[config.mk]
export PLATFORM = sky130hd
export DESIGN_NAME = fetch_sequencer
export DESIGN_NICKNAME = d
export VERILOG_FILES = /design/src/rtl/fetch_pkg.sv /design/src/rtl/fetch_watchdog.sv /design/src/rtl/fetch_sequencer.sv
export SDC_FILE = /design/constraint.sdc
export NUM_CORES = 1
export LEC_CHECK = 0
export CORE_ASPECT_RATIO = 0.9
export CORE_MARGIN = 5
export CORE_UTILIZATION = 30
export DETAILED_ROUTE_END_ITERATION = 10
export GPL_TIMING_DRIVEN = 0
export PLACE_DENSITY = 0.77
export SYNTH_ARGS = -nofsm -noshare
export SYNTH_HDL_FRONTEND = slang
export SYNTH_SLANG_ARGS = --single-unit
export TNS_END_PERCENT = 5
[constraint.sdc]
create_clock -name clk -period 1.9 [get_ports clk]
set_clock_uncertainty 0.1 [all_clocks]
set_input_delay 0.285 -clock clk [delete_from_list [all_inputs] [get_ports clk]]
set_output_delay 0.285 -clock clk [all_outputs]
set_load 0.005 [all_outputs]
[src/rtl/fetch_pkg.sv]
// -----------------------------------------------------------------------------
// fetch_pkg
// Shared definitions for the instruction fetch sequencer:
//   - fetch_state_e : FSM state encoding (IDLE, REQ, HOLD, ERR)
//   - FETCH_ADDR_W  : default PC / fetch address width
//   - FETCH_DATA_W  : default instruction width
//   - FETCH_TIMEOUT_CYCLES : default watchdog limit (only used when the
//                            FETCH_TIMEOUT_EN macro is defined)
//   - FETCH_WDOG_W  : width of the watchdog cycle counter
// -----------------------------------------------------------------------------
package fetch_pkg;

  localparam int FETCH_ADDR_W         = 32;
  localparam int FETCH_DATA_W         = 32;
  localparam int FETCH_TIMEOUT_CYCLES = 64;
  localparam int FETCH_WDOG_W         = 16;

  // ERR is only reachable when the watchdog is built in.
  typedef enum logic [1:0] {
    IDLE = 2'd0,
    REQ  = 2'd1,
    HOLD = 2'd2,
    ERR  = 2'd3
  } fetch_state_e;

endpackage

[src/rtl/fetch_watchdog.sv]
// -----------------------------------------------------------------------------
// fetch_watchdog
// Counts request cycles that go by without a memory response and flags when
// the limit is reached. Only instantiated by fetch_sequencer when
// FETCH_TIMEOUT_EN is defined.
//
// Ports:
//   clk       in   clock, rising edge
//   rst_n     in   synchronous active-low reset
//   i_clear   in   restart the count (not in REQ, or flush while in REQ)
//   i_tick    in   one REQ cycle elapsed without an ack
//   o_expired out  this tick is the TIMEOUT_CYCLES-th consecutive one
// -----------------------------------------------------------------------------
module fetch_watchdog
  import fetch_pkg::*;
#(
  parameter int TIMEOUT_CYCLES = FETCH_TIMEOUT_CYCLES
) (
  input  logic clk,
  input  logic rst_n,
  input  logic i_clear,
  input  logic i_tick,
  output logic o_expired
);

  // Count holds the number of ack-less REQ cycles already seen, so the
  // current tick is the last one when the count equals TIMEOUT_CYCLES-1.
  localparam logic [FETCH_WDOG_W-1:0] LAST_COUNT = FETCH_WDOG_W'(TIMEOUT_CYCLES - 1);

  logic [FETCH_WDOG_W-1:0] r_cnt;

  always_ff @(posedge clk) begin
    if (!rst_n) begin
      r_cnt <= '0;
    end else if (i_clear) begin
      r_cnt <= '0;
    end else if (i_tick) begin
      // Never wraps: the FSM leaves REQ for ERR when LAST_COUNT is hit.
      r_cnt <= r_cnt + FETCH_WDOG_W'(1);
    end
  end

  assign o_expired = i_tick && !i_clear && (r_cnt == LAST_COUNT);

endmodule

[src/rtl/fetch_sequencer.sv]
// -----------------------------------------------------------------------------
// fetch_sequencer
// Stall-aware instruction fetch control for the MIPS core. Issues a req/ack
// fetch at the current PC, holds the returned instruction until the core
// consumes it, and grants the PC register one load enable per consumed
// instruction. A flush discards any outstanding or held fetch.
//
// Optional feature: define FETCH_TIMEOUT_EN to add a request watchdog
// (fetch_watchdog) and the sticky ERR state / fetch_err flag. Without it,
// fetch_err is tied to 0.
//
// Ports:
//   clk          in   clock, rising edge
//   rst_n        in   synchronous active-low reset
//   pc           in   current PC register value
//   pc_en        out  PC register load enable (consuming cycle only)
//   imem_req     out  fetch request to instruction memory
//   imem_addr    out  fetch address (pc while requesting, else 0)
//   imem_ack     in   memory response strobe, honoured only while imem_req=1
//   imem_rdata   in   instruction data, valid with imem_ack
//   instr_valid  out  instr holds a fetched instruction
//   instr        out  registered instruction
//   core_ready   in   core consumes instr this cycle when instr_valid=1
//   flush        in   discard outstanding / held instruction
//   instr_count  out  consumed instructions since reset (wraps)
//   fetch_err    out  sticky watchdog error
// -----------------------------------------------------------------------------
module fetch_sequencer
  import fetch_pkg::*;
#(
  parameter int ADDR_W         = FETCH_ADDR_W,
  parameter int DATA_W         = FETCH_DATA_W,
  parameter int TIMEOUT_CYCLES = FETCH_TIMEOUT_CYCLES
) (
  input  logic              clk,
  input  logic              rst_n,
  input  logic [ADDR_W-1:0] pc,
  output logic              pc_en,
  output logic              imem_req,
  output logic [ADDR_W-1:0] imem_addr,
  input  logic              imem_ack,
  input  logic [DATA_W-1:0] imem_rdata,
  output logic              instr_valid,
  output logic [DATA_W-1:0] instr,
  input  logic              core_ready,
  input  logic              flush,
  output logic [31:0]       instr_count,
  output logic              fetch_err
);

  // Reject an out-of-range watchdog limit at elaboration.
  if (TIMEOUT_CYCLES < 2 || TIMEOUT_CYCLES > 65535) begin : g_bad_timeout
    $error("fetch_sequencer: TIMEOUT_CYCLES must be within 2..65535");
  end

  fetch_state_e      r_state;
  logic [DATA_W-1:0] r_instr;
  logic [31:0]       r_count;

  logic w_in_req;
  logic w_in_hold;
  logic w_consume;

  assign w_in_req  = (r_state == REQ);
  assign w_in_hold = (r_state == HOLD);
  // Flush outranks core_ready: the redirect path owns the PC on a flush.
  assign w_consume = w_in_hold && core_ready && !flush;

`ifdef FETCH_TIMEOUT_EN
  logic w_wdog_expired;

  // Clearing whenever we are outside REQ is equivalent to clearing on entry.
  fetch_watchdog #(
    .TIMEOUT_CYCLES(TIMEOUT_CYCLES)
  ) u_watchdog (
    .clk       (clk),
    .rst_n     (rst_n),
    .i_clear   (!w_in_req || flush),
    .i_tick    (w_in_req && !imem_ack),
    .o_expired (w_wdog_expired)
  );
`endif

  always_ff @(posedge clk) begin
    if (!rst_n) begin
      r_state <= IDLE;
      r_instr <= '0;
      r_count <= '0;
    end else begin
      case (r_state)
        // One settle cycle for the PC register after reset; flush ignored.
        IDLE: r_state <= REQ;

        REQ: begin
          if (flush) begin
            // Any same-cycle ack belongs to the stale address; drop it.
            r_state <= REQ;
          end else if (imem_ack) begin
            r_instr <= imem_rdata;
            r_state <= HOLD;
          end
`ifdef FETCH_TIMEOUT_EN
          else if (w_wdog_expired) begin
            r_state <= ERR;
          end
`endif
        end

        HOLD: begin
          if (flush) begin
            r_state <= REQ;
          end else if (core_ready) begin
            r_count <= r_count + 32'd1;
            r_state <= REQ;
          end
        end

        // Terminal until reset.
        ERR: r_state <= ERR;

        default: r_state <= IDLE;
      endcase
    end
  end

  assign imem_req    = w_in_req;
  assign imem_addr   = w_in_req ? pc : '0;
  assign instr_valid = w_in_hold;
  assign instr       = r_instr;
  assign pc_en       = w_consume;
  assign instr_count = r_count;

`ifdef FETCH_TIMEOUT_EN
  assign fetch_err = (r_state == ERR);
`else
  assign fetch_err = 1'b0;
`endif

endmodule

==> results.yml <==
placement:
  dp_hpwl_um: 7810
  gp_congestion: 0.792
  io_buffers: 167
power_and_ir_drop:
  p_clk_frac: 0.353
  p_int_mw: 2.18
  sw_frac_of_total: 0.234
  totalPowerFinal_mw: 2.84
  powerDensity_nw_per_um2: 548
  leakagePower_nw: 1.92
  ir_worst_vdd_mv: 0.365
  switchingPower_mw: 0.664
  pwr-share-comb: 0.151
  seqPwrFrac: 0.496
logic_synthesis:
  synthArstFlopShare: 0
  synth-main-ff-cell: "dfxtp_1"
  syn_avg_cell_area_um2: 7.91
  synth_cells: 369
  synthesis.nets: 439
  ys_types: 28
  ys_warn_count: 0
  synth_edf_count: 0
  ys_seq_area_frac: 0.452
  netlist_area_um2: 2920
  ys_ff_latch: 66
detailed_routing:
  routed_wl_um: 10600
  ant_nets: 0
  drt_first_pass_iters: 4
  routedWlPerCell_um: 15.2
  drt_iter0_markers: 218
  via_count: 3353
  drc: 0
  vias_per_cell: 4.80
clocking:
  cts_sinks: 66
  cts_tree: "built"
  root_buffer: "clkbuf_8"
  cts_buffers: 9
  cts.clk_slew.worst_paths_ns: 0.07
  insertion_delay_ns: 0.33
  cts-htree-levels: 3
  holdBufCountCts: 0
  clk_path_buf_depth: 2
floorplanning:
  dieArea_um2: 11800
  die_y_um: 104
  initial_utilization: 0.305
  rows: 34
  io_pins: 169
  core_area_um2: 9570
  die_x_um: 114
setup_path:
  crit_arrival_ns: 2.14
  crit_fanout: 9
  cp_slowest_cell: "or4_4"
  required_ns: 2.06
  worst-setup-path-type: "flop to flop"
  worst_setup_path_end_kind: "flop"
  crit_chain: "nand4_1 -> or4_4 -> buf_6 -> or4_1 -> a21oi_1"
  path_buf_inv: 1
  cpLargestDelayFamily: "simple AND/OR/NAND/NOR gates"
  worst_setup_path_start_kind: "flop"
  critPathMaxStageDelay_ns: 0.52
layout:
  final_util: 0.541
  antennaDiodeCount: 0
  drive_gt1_frac: 0.170
  area_delta_synth_final_pct: 77.4
  layout.nets: 637
  nFillCells: 892
timing:
  final_critical_path_setup_slack_ns: -0.0846
  slew_violations: 0
  finalCriticalPeriod_ns: 1.98
  final.period_utilization: 1.04
  max_freq_ghz: 0.504
  setup_viol: 8
  rsz0062_at_grt: "true"
  hold_viol_final: 0
outcome:
  status: "finished, violations left"
  violations: "negative setup slack"
run:
  drv_cap: 0
global_route:
  grtUsageTotal: 0.170
  grt_max_degree: 11
  overflow: 0
  first_global_vias: 3323
  grt_pass1_wl_um: 16500
  antenna_found_initial: 0
min_path:
  hold_path_class: "input pin to flop"
-- final cells by class --
| type | instances | area, µm² | share of cell area |
|---|---|---|---|
| Multi-Input combinational cell | 271 | 1530 | 0.294 |
| Inverter | 5 | 18.8 | 0.00362 |
| Tap cell | 126 | 158 | 0.0304 |
| Clock buffer | 13 | 149 | 0.0287 |
| Clock inverter | 3 | 15.0 | 0.00290 |
| Sequential cell | 66 | 1370 | 0.264 |
| Timing Repair Buffer | 188 | 1750 | 0.339 |
| Buffer | 26 | 191 | 0.0370 |
-- power groups by stage --
| stage | sequential (mW) | clock (mW) | combinational, mW |
|---|---|---|---|
| floorplan | 1.45 | 0 | 0.116 |
| global placement | 1.45 | 0 | 0.415 |
| detailed placement | 1.45 | 0 | 0.423 |
| CTS | 1.42 | 1.04 | 0.430 |
| global route | 1.41 | 1.10 | 0.463 |
| finish | 1.41 | 1.00 | 0.430 |
-- layer usage --
metal,track usage,part of all wire,up-vias
met5,0,0,-
met4,0.0517,0.016,0
met3,0.0449,0.057,16
met2,0.285,0.48,106
met1,0.212,0.44,1569
li1,-,-,1662
-- logic make-up (layout without fill, tap and decap cells) --
kind of cell,Yosys count,in the layout,share of synthesized area
AO/OA/AOI/OAI,80,80,0.149
XOR/XNOR,9,9,0.0270
adder cells (fa/ha/maj),1,1,0.00428
buffers and inverters,32,235,0.0458
flip-flops,66,66,0.452
multiplexers,1,1,0.00343
other,1,1,0.00128
AND/OR/NAND/NOR,179,179,0.317
-- timing repair --
| item | CTS | global route |
|---|---|---|
| gates cloned | 2 | 1 |
| pin swaps | 9 | 7 |
| endpoints found under the setup margin | 83 | 79 |
| setup buffers | 9 | 9 |
| gates resized for setup | 102 | 57 |
-- flip-flops by register name, indices dropped and copies added (netlist names) --
| name | cells |
|---|---|
| r_state | 2 |
| instr_count | 32 |
| instr | 32 |
-- final timing paths --
check / slack (ns) / startpoint / end / depth (start not counted)
worst max register to register: -0.08 / instr_count[12] / instr_count[28] / 5
worst min-delay path: 0.31 / flush / r_state[0] / 2
worst min register to register: 0.35 / instr[29] / instr[29] / 2
worst max-delay path: -0.08 / instr_count[12] / instr_count[28] / 5
-- cells in the final DEF, fill, tap and decap left out, drive strengths merged, types with 3 or more instances in the layout --
cell	n
and2	34
nand4	10
clkdlybuf4s15	7
inv	5
xor2	6
nand2	77
clkinv	3
nor2b	3
dlygate4sd2	16
a21oi	55
dfxtp	66
o21ai	11
and4	6
or3	10
and3	4
o31ai	12
nand3	10
nor2	11
or4	13
clkdlybuf4s50	130
xnor2	3
buf	38
clkbuf	35
-- through the flow --
stage | TNS [ns] | area (µm²) | hold WS (ns) | cells | setup slack (ns)
global placement | -20.84 | 4760 | 0.342 | 662 | -0.656
floorplan | -0.117 | 2940 | 0.303 | 369 | -0.0250
finish | -0.211 | 5180 | 0.307 | 698 | -0.0846
CTS | -1.31 | 5060 | 0.285 | 689 | -0.133
global route | -0.806 | 5180 | 0.310 | 698 | -0.119
detailed placement | -26.70 | 4760 | 0.347 | 662 | -0.699
-- cell usage after synthesis (4+ instances only) --
cell / count / area share
clkbuf_1: 22 / 0.028
and4_1: 6 / 0.018
or4_1: 13 / 0.033
a21oi_1: 55 / 0.094
dfxtp_1: 66 / 0.45
inv_1: 5 / 0.0064
xor2_1: 6 / 0.018
o31ai_1: 12 / 0.031
nand3_1: 10 / 0.017
or3_1: 10 / 0.021
nand2_1: 77 / 0.099
and2_1: 34 / 0.073
and3_1: 4 / 0.0086
nor2_1: 11 / 0.014
nand4_1: 10 / 0.021
o21ai_0: 11 / 0.019
(Power assumes the default switching activity.)
